**src/rtl/metronome_pkg.sv**
```systemverilog
`default_nettype none
// ============================================================================
//  Module  : metronome_pkg
//  Brief   : Shared types, defaults and helpers for the metronome blocks.
//  Revision: 1.0  initial release
// ============================================================================
package metronome_pkg;

    localparam int unsigned FREQ_DEFAULT = 24_000_000;

    typedef enum logic [0:0] {
        ST_IDLE = 1'b0,
        ST_TONE = 1'b1
    } beep_state_e;

    function automatic int unsigned ms_to_cycles(input int unsigned freq_hz,
                                                 input int unsigned ms);
        return (freq_hz / 1000) * ms;
    endfunction

endpackage
`default_nettype wire

```
**src/rtl/tone_divider.sv**
```systemverilog
`default_nettype none
// ============================================================================
//  Module  : tone_divider
//  Brief   : Half-period counter and toggle flop producing the burst square wave.
//  Revision: 1.0  initial release
// ============================================================================
module tone_divider #(
    parameter int unsigned HALF_N     = 10,
    parameter int unsigned HALF_A     = 5,
    parameter logic        IDLE_LEVEL = 1'b1
) (
    input  logic sys_clk,
    input  logic rst,
    input  logic sel_acc,
    input  logic restart,
    input  logic run,
    output logic wave
);
    import metronome_pkg::*;

    localparam int unsigned HMAX = (HALF_N > HALF_A) ? HALF_N : HALF_A;
    localparam int unsigned CW   = (HMAX > 1) ? $clog2(HMAX) : 1;
    localparam logic [CW-1:0] TERM_N = CW'(HALF_N - 1);
    localparam logic [CW-1:0] TERM_A = CW'(HALF_A - 1);

    logic [CW-1:0] cnt_q, cnt_d;
    logic          wave_q, wave_d;
    logic [CW-1:0] term;

    // The wave starts every burst in the driven (non-idle) half.
    always_comb begin
        term   = sel_acc ? TERM_A : TERM_N;
        cnt_d  = cnt_q;
        wave_d = wave_q;
        if (restart) begin
            cnt_d  = '0;
            wave_d = ~IDLE_LEVEL;
        end else if (run) begin
            if (cnt_q == term) begin
                cnt_d  = '0;
                wave_d = ~wave_q;
            end else begin
                cnt_d = cnt_q + CW'(1);
            end
        end else begin
            cnt_d  = '0;
            wave_d = IDLE_LEVEL;
        end
    end

    always_ff @(posedge sys_clk or posedge rst) begin
        if (rst) begin
            cnt_q  <= '0;
            wave_q <= IDLE_LEVEL;
        end else begin
            cnt_q  <= cnt_d;
            wave_q <= wave_d;
        end
    end

    assign wave = wave_q;

endmodule
`default_nettype wire

```
**src/rtl/beep_generator.sv**
```systemverilog
`default_nettype none
// ============================================================================
//  Module  : beep_generator
//  Brief   : Turns a beat strobe into a fixed-length square-wave burst.
//  Revision: 1.0  initial release
// ============================================================================
module beep_generator
    import metronome_pkg::*;
#(
    parameter int unsigned FREQ       = FREQ_DEFAULT,
    parameter int unsigned TONE_HZ    = 1000,
    parameter int unsigned ACCENT_HZ  = 2000,
    parameter int unsigned BEEP_MS    = 60,
    parameter logic        IDLE_LEVEL = 1'b1
) (
    input  logic sys_clk,
    input  logic rst,
    input  logic beat,
    input  logic accent,
    input  logic enable,
    output logic speaker,
    output logic busy
);

    localparam int unsigned HALF_N   = FREQ / (2 * TONE_HZ);
    localparam int unsigned HALF_A   = FREQ / (2 * ACCENT_HZ);
    localparam int unsigned BEEP_CYC = ms_to_cycles(FREQ, BEEP_MS);
    localparam int unsigned HMAX     = (HALF_N > HALF_A) ? HALF_N : HALF_A;
    localparam int unsigned DUR_W    = (BEEP_CYC > 1) ? $clog2(BEEP_CYC) : 1;
    localparam logic [DUR_W-1:0] DUR_LAST = DUR_W'(BEEP_CYC - 1);

    if (HALF_A < 1 || HALF_N < 1 || BEEP_CYC < 2 * HMAX) begin : g_param_check
        $error("beep_generator: tone half-periods must be >=1 and burst >= one full period");
    end

    beep_state_e      state_q, state_d;
    logic [DUR_W-1:0] dur_q, dur_d;
    logic             acc_q, acc_d;
    logic             busy_q, busy_d;
    logic             restart, run, start;

    assign start = beat & enable;

    // A new beat always wins, even on the last cycle of a burst.
    always_comb begin
        state_d = state_q;
        dur_d   = dur_q;
        acc_d   = acc_q;
        busy_d  = busy_q;
        restart = 1'b0;
        run     = 1'b0;
        if (start) begin
            state_d = ST_TONE;
            dur_d   = '0;
            acc_d   = accent;
            busy_d  = 1'b1;
            restart = 1'b1;
        end else begin
            case (state_q)
                ST_TONE: begin
                    if (!enable || dur_q == DUR_LAST) begin
                        state_d = ST_IDLE;
                        dur_d   = '0;
                        busy_d  = 1'b0;
                    end else begin
                        dur_d = dur_q + DUR_W'(1);
                        run   = 1'b1;
                    end
                end
                default: begin
                    state_d = ST_IDLE;
                    busy_d  = 1'b0;
                end
            endcase
        end
    end

    always_ff @(posedge sys_clk or posedge rst) begin
        if (rst) begin
            state_q <= ST_IDLE;
            dur_q   <= '0;
            acc_q   <= 1'b0;
            busy_q  <= 1'b0;
        end else begin
            state_q <= state_d;
            dur_q   <= dur_d;
            acc_q   <= acc_d;
            busy_q  <= busy_d;
        end
    end

    tone_divider #(
        .HALF_N     (HALF_N),
        .HALF_A     (HALF_A),
        .IDLE_LEVEL (IDLE_LEVEL)
    ) u_tone_divider (
        .sys_clk (sys_clk),
        .rst     (rst),
        .sel_acc (acc_q),
        .restart (restart),
        .run     (run),
        .wave    (speaker)
    );

    assign busy = busy_q;

endmodule
`default_nettype wire

```
**config.mk**
```make
export PLATFORM = sky130hd
export DESIGN_NAME = beep_generator
export DESIGN_NICKNAME = d
export VERILOG_FILES = /design/src/rtl/metronome_pkg.sv /design/src/rtl/tone_divider.sv /design/src/rtl/beep_generator.sv
export SDC_FILE = /design/constraint.sdc
export NUM_CORES = 1
export LEC_CHECK = 0
export CAP_MARGIN = 40
export CORE_UTILIZATION = 60
export CTS_CLUSTER_SIZE = 12
export DETAILED_ROUTE_END_ITERATION = 10
export PLACE_DENSITY = 0.89
export SYNTH_ARGS = -nofsm -noshare
export SYNTH_HDL_FRONTEND = slang
export SYNTH_HIERARCHICAL = 1
export SYNTH_SLANG_ARGS = --single-unit
```
**constraint.sdc**
```tcl
create_clock -name sys_clk -period 3.1 [get_ports sys_clk]
set_input_delay 0.31 -clock sys_clk [delete_from_list [all_inputs] [get_ports sys_clk]]
set_output_delay 0.31 -clock sys_clk [all_outputs]
set_load 0.02 [all_outputs]
```
==> results of run 1 <==
## cell usage in the layout, fill, tap and decap left out, types with 2 or more instances in the layout
cell type        count
dfrtp_1             38
nand2_1             20
nand3_1             17
nor3_1              14
a31oi_1             13
nor2_1              11
a21oi_1             11
nand4_1             10
xor2_1              10
and3_1               7
o21ai_0              6
clkdlybuf4s50_1      6
inv_1                5
clkbuf_4             5
nand2b_1             4
and4_1               4
xnor2_1              3
nor2b_1              3
or3b_2               2
a21oi_2              2
nor4_1               2
and2_1               2
a41oi_1              2
a22o_1               2
ha_1                 2
## where the power goes
group          switching [µW]  leakage (µW)  total (µW)  internal [µW]
clock                     160     0.0000341         265            105
combinational            39.2      0.000348        62.4           23.2
sequential               6.83      0.000536         523            516
total                     206      0.000917         850            644
## worst reg2reg max path: stages (launching register included)
cell	delay [ps]
dfrtp_1	430
or4b_1	560
nor4_2	330
a21oi_2	140
nand3b_4	120
inv_4	140
nand2b_1	440
nor3_1	130
## worst max-delay path by stage
| stage | startpoint | end | slack [ps] | cells after the start |
|---|---|---|---|---|
| after detailed placement | dur_q[8] | u_tone_divider/cnt_q[11] | 700 | 7 |
| after global routing | dur_q[0] | u_tone_divider/cnt_q[12] | 480 | 8 |
| after CTS | dur_q[8] | u_tone_divider/cnt_q[11] | 700 | 7 |
| after floorplan | dur_q[8] | u_tone_divider/cnt_q[10] | 810 | 9 |
| after global placement | dur_q[8] | u_tone_divider/cnt_q[8] | 830 | 7 |
| final | dur_q[8] | u_tone_divider/cnt_q[11] | 670 | 7 |
## per-stage QoR
stage	cells	cell area, µm²
floorplan	218	2086
global placement	261	2143
detailed placement	262	2171
CTS	269	2227
global route	269	2227
finish	269	2227
## cell type report
class,count,share of cell area
clock buffer,6,0.02303
clock inverter,1,0.002247
inverter,6,0.01124
multi-input combinational,164,0.4595
sequential,39,0.4388
tap,46,0.02584
timing repair buffer,7,0.03933
## layer usage
metal	up-vias	share of wire
li1	813	-
met1	785	0.46
met2	54	0.47
met3	9	0.051
met4	0	0.012
met5	-	0
## cell families after synthesis
group	count (synthesis)	share of synthesized area
compound gates	41	0.1260
xor+xnor	13	0.05459
fa+ha+maj	2	0.01200
buf+inv	15	0.04079
flops	39	0.4685
mux	2	0.01020
simple gates	106	0.2879
## registers in the layout, summed over array words and instances, names as in the netlist
name,flops
acc_q,1
u_tone_divider/wave,1
dur_q,21
busy,1
u_tone_divider/cnt_q,14
state_q,1
==> impl_metrics.toml, run 1 <==
[global_routing]
grt_pass1_vias = 1426
grt-ovfl-total = 0
antenna_found_initial = 0
grt.met3_usage = 0.07676
grt.busiest_layer = "met1"
met1_usage = 0.3823
grt_pass1_wl_um = 6699
grt_usage = 0.2548
grt_max_degree = 40
grt.met2_usage = 0.3454

[power_and_ir_drop]
vdd_drop_max_v = 0.0002771
p_leak_uw = 0.0009175
powerDensity_nw_per_um2 = 381.6
total_power_uw = 849.9

[die]
die_h_um = 60.96
dieArea_um2 = 3716
initial_utilization = 0.6250
die_w_um = 60.96
io_pins = 7
row_count = 21
core-area_um2 = 3337

[flow_run]
maxCapViolations = 0

[clocking]
cts_max_level = 2
path_clk_slew_ps = 110
cts_num_sinks = 39
clkLatencyLatePin_ps = 350
cts_inserted_buffers = 5
cts_resized = 0
root_buffer = "clkbuf_4"
clockBufferDepth = 2
post_cts_buffers = 0
cts_tree = "yes"
cts_hold_buf = 0

[worst_setup_path]
path_class = "reg2reg"
slowest_delay_ps = 560
worstPathCellList = "or4b_1 -> nor4_2 -> a21oi_2 -> nand3b_4 -> inv_4 -> nand2b_1 -> nor3_1"
worst_ep_required_time_ps = 3310
critPathSlowestCell = "or4b_1"
cp-end-kind = "register"
r2r-start = "dur_q[8]"
crit_arrival_ps = 2650
critPathMaxFanout = 39
path_buf_inv = 1
critPathTopFamily = "simple AND/OR/NAND/NOR gates"
cp-start-kind = "register"
reg2reg_to = "u_tone_divider/cnt_q[11]"
ff2ff_path_depth = 7
r2r_slack_ps = 670

[placed_design]
dp_slack_ps = 703.7
io_buffers = 6
gp_congestion = 0.8358
dp_hpwl_um = 2888

[worst_hold_path]
min_path_type = "in2async"

[yosys]
async_flop_share = 1.000
synth_most_common_cell = "dfrtp_1"
synthCells = 218
synth-edff-count = 0
ys_ff_latch = 39
synth-seq-area-share = 0.4685
synth_top_area_frac = 0.4559
synth_area_leader_cell = "dfrtp_1"
synth.area.top_cells = "dfrtp_1 (46%), xor2_1 (4.2%), nand3_1 (4.1%)"
netlist_area_um2 = 2086
yosys-top-cells-count = "dfrtp_1 (38), nand2_1 (20), nand3_1 (17)"
syn_nets = 225
syn_avg_cell_area_um2 = 9.568
yosys_warnings = 6
synth_cell_type_count = 45
synth_flop_cell = "dfrtp_1"

[route]
first_pass_iters = 4
route.detailed.drc = 0
dr_total_vias = 1661
drtIter0Drc = 61
vias_per_cell = 6.175
antenna_left = 0
wl_per_cell_um = 15.42
drt-total-wl_um = 4148

[sta]
tightest_slew_ps = 844.0
drv_slew = 0
setup-tns-final_ps = 0
hold-worst-slack_ps = 258.8
setup_viol = 0
worst_slack_ps = 666.8
rsz0062_at_grt = "no"
hold_violations = 0
fin_crit_sh = 0.7849
finClkSkew_ps = 7.689
fin_crit_ps = 2433
slew_headroom = 0.4321
fmax_mhz = 411.0

[layout]
area_growth_pct = 6.779
fill_cells = 257
nets = 230
drive_gt1_frac = 0.08520
post-route-util = 0.6674
ff_latch_area_um2 = 977.2
multi_input_area_um2 = 1023
diodes = 0

[run_status]
status = "completed"
No activity file was read; power rests on OpenSTA's default activity.
==> run 2: changes to the inputs <==
--- a/config.mk
+++ b/config.mk
@@ -6,10 +6,10 @@
 export NUM_CORES = 1
 export LEC_CHECK = 0
 export CAP_MARGIN = 40
-export CORE_UTILIZATION = 60
+export CORE_UTILIZATION = 54
 export CTS_CLUSTER_SIZE = 12
 export DETAILED_ROUTE_END_ITERATION = 10
-export PLACE_DENSITY = 0.89
+export PLACE_DENSITY = 0.85
 export SYNTH_ARGS = -nofsm -noshare
 export SYNTH_HDL_FRONTEND = slang
 export SYNTH_HIERARCHICAL = 1
==> constraint.sdc (replaced) <==
create_clock -name sys_clk -period 2 [get_ports sys_clk]
set_input_delay 0.2 -clock sys_clk [delete_from_list [all_inputs] [get_ports sys_clk]]
set_output_delay 0.2 -clock sys_clk [all_outputs]
set_load 0.02 [all_outputs]
==> impl_metrics.toml, run 2 (synthesis gave the netlist of run 1 again) <==
[clocking]
cts_max_level = 2
path_clk_slew_ps = 80
clkLatencyLatePin_ps = 290
cts_hold_buf = 0
clockBufferDepth = 2
cts_inserted_buffers = 5
cts_num_sinks = 39
root_buffer = "clkbuf_8"
cts_tree = "yes"

[placed_design]
gp_congestion = 0.8134
dp_hpwl_um = 2893
dpl.cell_count = 283
placed_area_um2 = 2306
io_buffers = 6

[route]
drtIter0Drc = 144
drt-total-wl_um = 4507
first_pass_iters = 4
antenna_left = 0
dr_total_vias = 1781
wl_per_cell_um = 15.33
route.detailed.drc = 0
vias_per_cell = 6.058

[sta]
fin_crit_ps = 2071
fin_crit_sh = 1.035
tightest_slew_ps = 573.8
finClkSkew_ps = 10.20
drv_slew = 0
fmax_mhz = 482.9
hold_violations = 0
rsz0062_at_grt = "yes"
setup_viol = 22
worst_slack_ps = -70.61
slew_headroom = 0.6171
setup-tns-final_ps = -561.6

[flow_run]
maxCapViolations = 0

[worst_setup_path]
critPathSlowestCell = "or4b_1"
cp-end-kind = "register"
slowest_delay_ps = 520
worst_ep_required_time_ps = 2180
path_class = "reg2reg"
crit_arrival_ps = 2250
worstPathCellList = "or4b_1 -> nor4_2 -> a21oi_2 -> nand3b_4 -> inv_8 -> and3_1 -> a221o_1"
critPathTopFamily = "simple AND/OR/NAND/NOR gates"
critPathMaxFanout = 22
cp-start-kind = "register"
path_buf_inv = 1

[die]
core-area_um2 = 3689
die_w_um = 64.15
io_pins = 7
initial_utilization = 0.5655
row_count = 22
dieArea_um2 = 4115
die_h_um = 64.15

[global_routing]
antenna_found_initial = 0
grt-ovfl-total = 0
grt_usage = 0.2314
grt_max_degree = 25
grt_pass1_vias = 1648
grt_pass1_wl_um = 7238

[layout]
largest_reg_flops = 21
final_common_cell = "dfrtp_1"
layout_common_cells = "dfrtp_1 (38), buf_4 (22), nand2_1 (20)"
largestRegisters = "dur_q x21, u_tone_divider/cnt_q x14"
top_register = "dur_q"
nets = 252
post-route-util = 0.6764
multi_input_area_um2 = 1059
fill_cells = 270
ff_latch_area_um2 = 977.2
diodes = 0
postLayoutCellArea_um2 = 2495
finalNonFillerCells = 294
area_growth_pct = 19.62
drive_gt1_frac = 0.1829

[power_and_ir_drop]
powerDensity_nw_per_um2 = 677.9
sw_frac_of_total = 0.2056
intPower_uw = 1344
vdd_drop_max_v = 0.0004222
power_frac_comb = 0.065
p_seq_frac = 0.478
clkPwrFrac = 0.456
power.switching_uw = 347.7
p_leak_uw = 0.001080
total_power_uw = 1691

[run_status]
status = "finished, violations left"
violations = "setup timing"

[worst_hold_path]
min_path_type = "in2async"
## run 2: cell count changes in the layout (fill, tap and decap cells not counted), sizes merged
cell and change:
clkinv -1, bufinv +2, buf +22
## run 2: worst paths after layout
kind	startpoint	to	slack, ps	depth (start not counted)
worst max-delay path	dur_q[9]	dur_q[16]	-70	7
worst min register to register	dur_q[20]	dur_q[20]	470	1
max in group asynchronous	rst	u_tone_divider/wave	1330	2
worst min-delay path	rst	dur_q[16]	280	3
min in group sys_clk	dur_q[20]	dur_q[20]	470	1
worst max register to register	dur_q[9]	dur_q[16]	-70	7
## run 2: timing repair
item                       CTS  global route
buffers inserted             0             3
gates resized for setup      0             9
setup endpoints to repair    0            24
## run 2: final cells by class
cell class                      instances  area share
Timing Repair Buffer                   29     0.09478
Clock inverter                          2     0.02407
Multi-Input combinational cell        164      0.4243
Inverter                                6     0.01204
Tap cell                               48     0.02407
Sequential cell                        39      0.3917
Clock buffer                            6     0.02909
## run 2: routing by layer
metal | routed length [µm] | vias up | track usage
met3 | 207 | 9 | 0.05536
met2 | 2092 | 43 | 0.3511
met4 | 55 | 0 | 0.09167
met5 | 0 | - | 0
li1 | - | 855 | -
met1 | 2151 | 874 | 0.3204
## run 2: worst min-delay path, cell delays in order
cell,delay (ps)
clkdlybuf4s50_1,410
inv_1,60
buf_4,290
## run 2: power by group through the flow
stage	Combinational [µW]	Clock, µW	Sequential, µW
after floorplan	62.9	0	826
after global placement	104	0	824
after detailed placement	106	0	824
after CTS	107	786	808
after global routing	124	810	810
final	111	772	809
## run 2: per-stage QoR
step           setup slack, ps  hold slack, ps
2_1_floorplan            37.87           100.8
3_3_place_gp             72.78           461.2
3_5_place_dp             29.56           465.3
4_1_cts                  8.143           282.7
5_1_grt                 -123.8           323.4
6_report                -70.61           275.4
